==> config.mk <==
export PLATFORM = sky130hd
export DESIGN_NAME = prbs7_checker_x8_flat
export DESIGN_NICKNAME = d
export VERILOG_FILES = /design/src/rtl/prbs7_checker_x8_if.sv /design/src/rtl/prbs7_checker_x8.sv /design/src/flat_wrapper.sv
export SDC_FILE = /design/constraint.sdc
export NUM_CORES = 1
export LEC_CHECK = 0
export BUFFER_PORTS_ARGS = -buffer_cell sky130_fd_sc_hd__clkbuf_2
export CELL_PAD_IN_SITES_DETAIL_PLACEMENT = 1
export CELL_PAD_IN_SITES_GLOBAL_PLACEMENT = 1
export CORE_ASPECT_RATIO = 1.75
export CORE_MARGIN = 2
export CORE_UTILIZATION = 42
export CTS_BUF_LIST = sky130_fd_sc_hd__clkbuf_2 sky130_fd_sc_hd__clkbuf_4 sky130_fd_sc_hd__clkbuf_8
export DETAILED_ROUTE_END_ITERATION = 10
export PLACE_DENSITY = 0.88
export SYNTH_ARGS = -nofsm -noshare
export SYNTH_HDL_FRONTEND = slang
export SYNTH_SLANG_ARGS = --single-unit
export TNS_END_PERCENT = 1
==> constraint.sdc <==
create_clock -name clk_i -period 4.4 [get_ports clk_i]
set_input_delay 0.88 -clock clk_i [delete_from_list [all_inputs] [get_ports clk_i]]
set_output_delay 0.88 -clock clk_i [all_outputs]
set_load 0.05 [all_outputs]
==> src/rtl/prbs7_checker_x8_if.sv <==
// ----------------------------------------------------------------------------
// prbs7_checker_x8_if
// Bundles the data-side and status-side signals of the PRBS7 x8 checker.
//   data_i        [7:0]  deserialized word, bit 7 = first serial bit
//   valid_i              data_i qualifier
//   clear_i              synchronous clear of counters / error flags
//   lock_o               high while the checker is locked
//   err_o                one-cycle pulse per errored word while locked
//   err_sticky_o         latched error flag
//   bit_err_cnt_o [CNT_W-1:0] saturating bit-error count
//   word_cnt_o    [CNT_W-1:0] saturating checked-word count
// master: the word source / status consumer.  slave: the checker.
// ----------------------------------------------------------------------------
interface prbs7_checker_x8_if #(
  parameter int unsigned CNT_W = 16
);

  logic [7:0]       data_i;
  logic             valid_i;
  logic             clear_i;
  logic             lock_o;
  logic             err_o;
  logic             err_sticky_o;
  logic [CNT_W-1:0] bit_err_cnt_o;
  logic [CNT_W-1:0] word_cnt_o;

  modport master (
    output data_i,
    output valid_i,
    output clear_i,
    input  lock_o,
    input  err_o,
    input  err_sticky_o,
    input  bit_err_cnt_o,
    input  word_cnt_o
  );

  modport slave (
    input  data_i,
    input  valid_i,
    input  clear_i,
    output lock_o,
    output err_o,
    output err_sticky_o,
    output bit_err_cnt_o,
    output word_cnt_o
  );

endinterface

==> src/rtl/prbs7_checker_x8.sv <==
// ----------------------------------------------------------------------------
// prbs7_checker_x8
// Self-synchronizing PRBS7 (x^7+x^6+1) checker for 8-bit deserialized words.
// The previous valid word seeds the prediction of the next one, so no seed
// input is needed. A small FSM (UNLOCKED/SEARCH/LOCKED) qualifies lock, and
// while locked the checker counts checked words and mismatched bits.
// Ports:
//   clk_i     clock, rising edge
//   resetn_i  asynchronous active-low reset
//   bus       prbs7_checker_x8_if.slave (data/valid/clear in, status out)
// Parameters:
//   LOCK_CNT  consecutive matching words needed to lock (2..255)
//   LOSS_CNT  consecutive errored words that drop lock (1..15)
//   CNT_W     width of the saturating counters (must match bus CNT_W)
// ----------------------------------------------------------------------------
module prbs7_checker_x8 #(
  parameter int unsigned LOCK_CNT = 16,
  parameter int unsigned LOSS_CNT = 4,
  parameter int unsigned CNT_W    = 16
) (
  input  logic               clk_i,
  input  logic               resetn_i,
  prbs7_checker_x8_if.slave  bus
);

  localparam int unsigned MATCH_W = 8;
  localparam int unsigned LOSS_W  = 4;
  localparam int unsigned POP_W   = 4;
  localparam int unsigned SUM_W   = CNT_W + POP_W;
  localparam logic [CNT_W-1:0] CNT_MAX = '1;

  typedef enum logic [1:0] {
    ST_UNLOCKED = 2'd0,
    ST_SEARCH   = 2'd1,
    ST_LOCKED   = 2'd2
  } state_t;

  // Registers
  state_t             r_state;
  logic [MATCH_W-1:0] r_match_cnt;
  logic [LOSS_W-1:0]  r_loss_cnt;
  logic [7:0]         r_prev;
  logic               r_lock;
  logic               r_err;
  logic               r_err_sticky;
  logic [CNT_W-1:0]   r_bit_err_cnt;
  logic [CNT_W-1:0]   r_word_cnt;

  // Combinational signals
  logic [14:0]        w_h;
  logic [7:0]         w_expected;
  logic [7:0]         w_mismatch;
  logic               w_match;
  logic [POP_W-1:0]   w_popcnt;
  state_t             w_state_nxt;
  logic [MATCH_W-1:0] w_match_nxt;
  logic [LOSS_W-1:0]  w_loss_nxt;
  logic               w_count;
  logic               w_err_set;
  logic [SUM_W-1:0]   w_bit_sum;
  logic [CNT_W-1:0]   w_bit_err_nxt;
  logic [CNT_W-1:0]   w_word_nxt;
  logic               w_unused_prev_msb;

  // Only the 7 most recent bits form the LFSR state; the MSB is kept in prev
  // for a complete word history but does not enter the prediction.
  assign w_unused_prev_msb = r_prev[7];

  // Parallel PRBS7 prediction: unroll the recurrence b[t] = b[t-7] ^ b[t-6]
  // over 8 bits, highest index being the oldest bit.
  always_comb begin
    w_h       = '0;
    w_h[14:8] = r_prev[6:0];
    for (int i = 7; i >= 0; i--) begin
      w_h[i] = w_h[i+7] ^ w_h[i+6];
    end
    w_expected = w_h[7:0];
  end

  // Compare; an all-zero word is never a valid PRBS7 word, so it never matches.
  assign w_mismatch = bus.data_i ^ w_expected;
  assign w_match    = (w_mismatch == 8'h00) && (bus.data_i != 8'h00);

  // Number of errored bits in the current word.
  always_comb begin
    w_popcnt = '0;
    for (int i = 0; i < 8; i++) begin
      w_popcnt = w_popcnt + POP_W'(w_mismatch[i]);
    end
  end

  // Lock FSM next-state logic; only valid words advance it.
  always_comb begin
    w_state_nxt = r_state;
    w_match_nxt = r_match_cnt;
    w_loss_nxt  = r_loss_cnt;
    if (bus.valid_i) begin
      case (r_state)
        ST_UNLOCKED: begin
          // First word only seeds prev.
          w_state_nxt = ST_SEARCH;
          w_match_nxt = '0;
          w_loss_nxt  = '0;
        end
        ST_SEARCH: begin
          if (w_match) begin
            if (r_match_cnt == MATCH_W'(LOCK_CNT - 1)) begin
              w_state_nxt = ST_LOCKED;
              w_match_nxt = '0;
              w_loss_nxt  = '0;
            end else begin
              w_match_nxt = r_match_cnt + MATCH_W'(1);
            end
          end else begin
            w_match_nxt = '0;
          end
        end
        ST_LOCKED: begin
          if (w_match) begin
            w_loss_nxt = '0;
          end else if (r_loss_cnt == LOSS_W'(LOSS_CNT - 1)) begin
            w_state_nxt = ST_SEARCH;
            w_match_nxt = '0;
            w_loss_nxt  = '0;
          end else begin
            w_loss_nxt = r_loss_cnt + LOSS_W'(1);
          end
        end
        default: begin
          w_state_nxt = ST_UNLOCKED;
          w_match_nxt = '0;
          w_loss_nxt  = '0;
        end
      endcase
    end
  end

  // Lock FSM state register.
  always_ff @(posedge clk_i or negedge resetn_i) begin
    if (!resetn_i) begin
      r_state     <= ST_UNLOCKED;
      r_match_cnt <= '0;
      r_loss_cnt  <= '0;
    end else begin
      r_state     <= w_state_nxt;
      r_match_cnt <= w_match_nxt;
      r_loss_cnt  <= w_loss_nxt;
    end
  end

  // Word history; keeps following the line in every state.
  always_ff @(posedge clk_i or negedge resetn_i) begin
    if (!resetn_i) begin
      r_prev <= '0;
    end else if (bus.valid_i) begin
      r_prev <= bus.data_i;
    end
  end

  // Statistics qualify on the state before the word, so the word that drops
  // lock is still counted and the word that gains lock is not.
  assign w_count   = bus.valid_i && (r_state == ST_LOCKED);
  assign w_err_set = w_count && !w_match && !bus.clear_i;

  // Saturating accumulators.
  assign w_bit_sum     = SUM_W'(r_bit_err_cnt) + SUM_W'(w_popcnt);
  assign w_bit_err_nxt = (w_bit_sum > SUM_W'(CNT_MAX)) ? CNT_MAX : w_bit_sum[CNT_W-1:0];
  assign w_word_nxt    = (r_word_cnt == CNT_MAX) ? CNT_MAX : (r_word_cnt + CNT_W'(1));

  // Status and counter registers; clear takes priority over counting.
  always_ff @(posedge clk_i or negedge resetn_i) begin
    if (!resetn_i) begin
      r_lock        <= 1'b0;
      r_err         <= 1'b0;
      r_err_sticky  <= 1'b0;
      r_bit_err_cnt <= '0;
      r_word_cnt    <= '0;
    end else begin
      r_lock <= (w_state_nxt == ST_LOCKED);
      r_err  <= w_err_set;
      if (bus.clear_i) begin
        r_err_sticky  <= 1'b0;
        r_bit_err_cnt <= '0;
        r_word_cnt    <= '0;
      end else begin
        if (w_err_set) begin
          r_err_sticky <= 1'b1;
        end
        if (w_count) begin
          r_bit_err_cnt <= w_bit_err_nxt;
          r_word_cnt    <= w_word_nxt;
        end
      end
    end
  end

  assign bus.lock_o        = r_lock;
  assign bus.err_o         = r_err;
  assign bus.err_sticky_o  = r_err_sticky;
  assign bus.bit_err_cnt_o = r_bit_err_cnt;
  assign bus.word_cnt_o    = r_word_cnt;

endmodule

==> src/flat_wrapper.sv <==
// flat-port wrapper written by rule: the top's interface ports become plain ports
module prbs7_checker_x8_flat 
#(
  parameter int unsigned LOCK_CNT = 16,
  parameter int unsigned LOSS_CNT = 4,
  parameter int unsigned CNT_W    = 16
)
  (clk_i, resetn_i, bus_data_i, bus_valid_i, bus_clear_i, bus_lock_o, bus_err_o, bus_err_sticky_o, bus_bit_err_cnt_o, bus_word_cnt_o);
  prbs7_checker_x8_if #(.CNT_W(CNT_W)) bus_i ();
  input  logic clk_i;
  input  logic resetn_i;
  input wire logic [$bits(bus_i.data_i)-1:0] bus_data_i;
  input wire logic [$bits(bus_i.valid_i)-1:0] bus_valid_i;
  input wire logic [$bits(bus_i.clear_i)-1:0] bus_clear_i;
  output wire logic [$bits(bus_i.lock_o)-1:0] bus_lock_o;
  output wire logic [$bits(bus_i.err_o)-1:0] bus_err_o;
  output wire logic [$bits(bus_i.err_sticky_o)-1:0] bus_err_sticky_o;
  output wire logic [$bits(bus_i.bit_err_cnt_o)-1:0] bus_bit_err_cnt_o;
  output wire logic [$bits(bus_i.word_cnt_o)-1:0] bus_word_cnt_o;
  assign bus_i.data_i = bus_data_i;
  assign bus_i.valid_i = bus_valid_i;
  assign bus_i.clear_i = bus_clear_i;
  assign bus_lock_o = bus_i.lock_o;
  assign bus_err_o = bus_i.err_o;
  assign bus_err_sticky_o = bus_i.err_sticky_o;
  assign bus_bit_err_cnt_o = bus_i.bit_err_cnt_o;
  assign bus_word_cnt_o = bus_i.word_cnt_o;
  prbs7_checker_x8 #(.LOCK_CNT(LOCK_CNT), .LOSS_CNT(LOSS_CNT), .CNT_W(CNT_W)) u_core (.clk_i(clk_i), .resetn_i(resetn_i), .bus(bus_i));
endmodule
* Yosys cells after proc, flatten, opt, wreduce, memory -nomap -nowiden
Index checks and enable logic that the tools add are counted.
Word-level totals: bits in registers 56, output and inout bits 35, logic and storage cells 77
Cells by class: $add $sub $neg 11, order comparisons 1, equal/unequal tests 10, mux-type cells 24, bitwise operators 9, reduce and logical (&&, ||, !) cells 13
Operator list (number):
- 16-bit two-way mux | 6
- 8-bit two-way mux | 4
- 4-bit by 1-bit adder with 4-bit output | 6
- 20-bit by 16-bit > comparator with 1-bit output (second input constant) | 1
- 16-bit by 4-bit adder with 17-bit output | 1
- 16-bit by 1-bit adder with 16-bit output (second input constant) | 1
- 16-bit == test (second input constant) | 1
- 4-bit two-way mux | 4
- 8-bit one-hot mux with 2 select lines | 1
- 2-bit two-way mux | 5
- 8-bit by 1-bit adder with 8-bit output (second input constant) | 1
- 8-bit by 4-bit == test with 1-bit output (second input constant) | 1
- 8-bit zero test | 1
- 4-bit one-hot mux with 2 select lines | 1
- 8-bit nonzero test | 1
- 1-bit bitwise XOR | 8
- 8-bit bitwise XOR | 1
- 2-bit by 1-bit != test with 1-bit output (second input constant) | 3
- 2-bit one-hot mux with 3 select lines | 1
- 3-bit AND reduction | 2
- 4-bit by 1-bit adder with 4-bit output (second input constant) | 1
- 2-bit == test (second input constant) | 2
- 4-bit by 2-bit == test with 1-bit output (second input constant) | 1
- 1-bit logical AND | 4
- other kinds (7) | 10

* Depth between registers and ports, before layout
depth after elaboration 15, depth in mapped cells 18

* Least setup slack after synthesis
No wires, ideal clock.
path type input to register, from input bus_data_i[1], to register u_core.r_bit_err_cnt[7], in the netlist u_core.bus.bit_err_cnt_o[7], setup time 0.162 ns, arrival time 5.014 ns, data required time 4.238 ns, path slack -0.776 ns, stages on the path 17, path buffers 0, path through xnor2_1 -> xor2_1 -> inv_1 -> ha_1 -> inv_1 -> fa_1 -> fa_1 -> fa_1 -> fa_1 -> inv_1 -> fa_1 -> a21o_1 -> a21oi_1 -> nand4b_2 -> o21ai_0 -> a21oi_1 -> a311oi_1
Between the ends: cells in the longest elaborated chain, start to end 13
Ends and longest elaborated chain:
- start, declared | line flat_wrapper.sv:12 | input wire logic [$bits(bus_i.data_i)-1:0] bus_data_i;
- 8-bit bitwise XOR (*) | line prbs7_checker_x8.sv:81 | assign w_mismatch = bus.data_i ^ w_expected;
- 1-bit by 1-bit adder with 2-bit output (*) | line prbs7_checker_x8.sv:88 | w_popcnt = w_popcnt + POP_W'(w_mismatch[i]);
- 4-bit by 1-bit adder with 4-bit output (*) (6 in a row) | line prbs7_checker_x8.sv:88
- 16-bit by 4-bit adder with 17-bit output (*) | line prbs7_checker_x8.sv:166 | assign w_bit_sum = SUM_W'(r_bit_err_cnt) + SUM_W'(w_popcnt);
- 20-bit by 16-bit > comparator with 1-bit output | line prbs7_checker_x8.sv:167 | assign w_bit_err_nxt = (w_bit_sum > SUM_W'(CNT_MAX)) ? CNT_MAX : w_bit_sum[CNT_W-1:0];
- 16-bit two-way mux (*) | line prbs7_checker_x8.sv:167
- 16-bit two-way mux (*) | line prbs7_checker_x8.sv:189 | if (w_count) begin
- 16-bit two-way mux (*) | line prbs7_checker_x8.sv:181 | if (bus.clear_i) begin
- end signal, assigned | line prbs7_checker_x8.sv:190 | r_bit_err_cnt <= w_bit_err_nxt;
- end, declared | line prbs7_checker_x8.sv:46 | logic [CNT_W-1:0] r_bit_err_cnt;
Mark *: on every way between the ends. The rest lies on a longest branch, timed or not. The select of a mux whose other input is x is not followed. A chain may end at the register's enable or synchronous reset.

* Final worst setup path
from input bus_data_i[1], to register u_core.r_bit_err_cnt[5], in the netlist u_core.bus.bit_err_cnt_o[5]
The elaborated chain is that of the path after synthesis.

==> flow_metrics.env <==
export IMPL_yosysTopAreaCellShare_pct=41.3
export IMPL_yosysTopAreaCell="dfrtp_1"
export IMPL_final_core_util_pct=51.4
export IMPL_cts_buffers=5
export IMPL_ys_ff_latch=56
export IMPL_drc_errors=0
export IMPL_ir_drop_mv=0.332
export IMPL_layout_drive_gt1_share_pct=28.4
export IMPL_wirelength_um=9060
export IMPL_worstSetupPathType="primary input to flip-flop"
export IMPL_clk_path_buf_depth=2
export IMPL_rsz0062_at_grt="true"
export IMPL_critPathMaxStageDelay_ns=0.51
export IMPL_setup_violations_final=16
export IMPL_die_area_um2=8840
export IMPL_fin_nets=432
export IMPL_insertion_delay_ns=0.33
export IMPL_drv_slew=0
export IMPL_cts_root_buf="clkbuf_8"
export IMPL_grt_usage_pct=22.2
export IMPL_critPathMaxFanout=8
export IMPL_slowest_stage="fa_1"
export IMPL_syn_inst=346
export IMPL_coreArea_um2=7910
export IMPL_syn_nets=374
export IMPL_cts_sinks=56
export IMPL_tightestPinTransition_ns=0.707
export IMPL_synth_commonest_cells="dfrtp_1, nor2_1, nor3_1"
export IMPL_maxCapViolCount=0
export IMPL_gp_congestion=0.822
export IMPL_final_setup_tns_ns=-3.90
export IMPL_viasPerCell=5.85
export IMPL_boundaryPins=47
export IMPL_syn_avg_cell_area_um2=9.80
export IMPL_hold_viol_final=0
export IMPL_synth_yosys_seq_area_share_pct=41.3
export IMPL_ys_types=59
export IMPL_syn_area_um2=3390
export IMPL_grt_pass1_wl_um=15200
export IMPL_cp_end_kind="flip-flop"
export IMPL_period_share_pct=107
export IMPL_routed_via_count=2896
export IMPL_hp_class="flip-flop to flip-flop"
export IMPL_synth_edf_count=0
export IMPL_hold_depth=2
export IMPL_yosysMostFrequentCell="dfrtp_1"
export IMPL_reg2regPathDepth=17
export IMPL_grt_busiest_layer="met2"
export IMPL_first_iter_violations=96
export IMPL_relSlewSlack_pct=52.9
export IMPL_num_rows=43
export IMPL_fin_ws_ns=-0.314
export IMPL_cts_hold_buf=0
export IMPL_violations="negative setup slack"
export IMPL_yosysWarnings=0
export IMPL_crit_path_cell_trace="buf_8 > xnor2_4 > xor2_2 > inv_2 > ha_4 > inv_2 > fa_1 > fa_1 > fa_2 > fa_1 > inv_2 > fa_2 > a21o_1 > a21oi_4 > nand4b_4 > o21ai_1 > a21oi_1 > nor3_1"
export IMPL_wire_per_inst_um=18.3
export IMPL_die_x_um=71.9
export IMPL_initial_core_util_pct=42.9
export IMPL_grt_use_met3_pct=3.61
export IMPL_synth_flop_cell="dfrtp_1"
export IMPL_r2r_start="u_core.r_prev[5]"
export IMPL_gr_usage_met2_pct=43.3
export IMPL_finalClockSkew_ns=0.0119
export IMPL_place_port_buffers=46
export IMPL_grt_ovfl_total=0
export IMPL_hold_start="u_core.bus.err_sticky_o"
export IMPL_total_leakage_power_nw=1.97
export IMPL_outcome="finished with violations"
export IMPL_powerDensity_nw_per_um2=343
export IMPL_r2r_slack_ns=-0.23
export IMPL_cp_arrival_ns=4.91
export IMPL_critPathBufInv=4
export IMPL_first_global_vias=3160
export IMPL_max_freq_ghz=0.212
export IMPL_antennaDiodeCount=0
export IMPL_fin_crit_ns=4.71
export IMPL_synthTopCellsByArea="dfrtp_1, ha_1, nor3_1"
export IMPL_grt_max_degree=34
export IMPL_worstPathRequired_ns=4.60
export IMPL_holdWs_ns=0.519
export IMPL_met1_usage_pct=23.9
export IMPL_path_clk_slew_ns=0.11
export IMPL_dpl_cell_area_um2=3840
export IMPL_ant_nets=0
export IMPL_fin_area_um2=4070
export IMPL_critPathLaunchType="primary input"
export IMPL_dp_hpwl_um=6790
export IMPL_h_tree_depth=2
export IMPL_holdPathEnd="u_core.bus.err_sticky_o"
export IMPL_cp_top_family="adder cells"
export IMPL_synthArstFlopShare_pct=100
export IMPL_areaGrowthSynthToFinish_pct=19.8
export IMPL_cts_tree="yes"
export IMPL_drtPass1Iterations=4
export IMPL_die_height_um=123
export IMPL_antenna_found_initial=0
export IMPL_r2r_end="u_core.bus.bit_err_cnt_o[5]"
==> what timing repair did <==
action	in CTS	in global routing
endpoints found under the setup margin	16	16
pin swaps	4	5
resized for setup	13	6
setup buffers	0	1
==> cells in the final DEF (no fill, tap or decap), drive strengths merged, types with 2 or more instances in the layout <==
master / count
a211oi: 3
a21o: 11
a21oi: 18
a311oi: 7
a31oi: 4
and2: 3
and3: 12
and4: 2
buf: 17
clkbuf: 50
dfrtp: 56
fa: 5
ha: 11
inv: 16
mux2: 7
mux2i: 3
nand2: 20
nand2b: 3
nand3: 24
nand4: 3
nand4b: 2
nor2: 32
nor2b: 3
nor3: 26
nor3b: 5
nor4: 5
o211a: 2
o21a: 2
o21ai: 18
o31ai: 2
or2: 2
or3: 4
or4: 2
xnor2: 5
xnor3: 6
xor2: 3
==> state kept, by name, summed over array words and instances, names as in the netlist <==
register / flops
u_core.r_match_cnt: 8
u_core.r_loss_cnt: 4
u_core.r_prev: 7
u_core.bus.bit_err_cnt_o: 16
u_core.r_state: 2
u_core.bus.err_sticky_o: 1
u_core.bus.word_cnt_o: 16
u_core.bus.lock_o: 1
u_core.bus.err_o: 1
==> worst register-to-register path, cell delays in order, from the launching register on <==
cell,delay [ns]
dfrtp_1,0.40
xnor2_1,0.31
xor2_2,0.22
inv_2,0.07
ha_4,0.26
inv_2,0.03
fa_1,0.51
fa_1,0.45
fa_2,0.39
fa_1,0.51
inv_2,0.05
fa_2,0.34
a21o_1,0.20
a21oi_4,0.21
nand4b_4,0.22
o21ai_1,0.09
a21oi_1,0.16
nor3_1,0.07
==> metrics by stage <==
stage	cells	power (W)	setup WS [ns]
6_report	495	0.00139	-0.314
5_1_grt	495	0.00149	-0.493
4_1_cts	494	0.00140	-0.347
3_5_place_dp	486	0.00102	-0.864
3_3_place_gp	486	0.000971	-0.594
2_1_floorplan	346	0.000845	-0.288
==> cell type report <==
class,count,area (um^2)
sequential,56,1400
clock inverter,3,42.5
inverter,16,60.1
fill,902,3840
multi-input combinational,263,2020
timing repair buffer,62,360
clock buffer,5,68.8
tap,90,113
==> cells by family (layout without fill, tap and decap cells) <==
kind of cell    count (synthesis)  in the layout  share of synthesized area [%]
fa+ha+maj                      16             16                           7.01
compound gates                 72             72                           14.5
xor+xnor                       14             14                           6.12
mux                            10             10                           3.21
buf+inv                        27             86                           3.32
flops                          56             56                           41.3
simple gates                  151            151                           24.5
==> how the worst max path moves through the flow <==
stage,from,to,slack (ns),cells past startpoint
after floorplan,bus_data_i[1],u_core.bus.bit_err_cnt_o[7],-0.29,17
after global placement,bus_data_i[1],u_core.bus.bit_err_cnt_o[9],-0.59,18
after detailed placement,bus_data_i[1],u_core.bus.bit_err_cnt_o[9],-0.86,18
after CTS,bus_data_i[1],u_core.bus.bit_err_cnt_o[11],-0.35,18
after global routing,bus_data_i[1],u_core.bus.bit_err_cnt_o[9],-0.49,18
final,bus_data_i[1],u_core.bus.bit_err_cnt_o[5],-0.31,18
==> per-layer routing <==
layer | up-vias | share of wire, %
li1 | 1368 | -
met1 | 1486 | 37
met2 | 34 | 59
met3 | 8 | 2.7
met4 | 0 | 1.2
met5 | - | 0
==> where the power goes <==
group,switching (W),internal [W]
sequential,0.00000758,0.000521
clock,0.000185,0.000169
combinational,0.000266,0.000246
total,0.000458,0.000936
No activity file was read; power rests on OpenSTA's default activity.
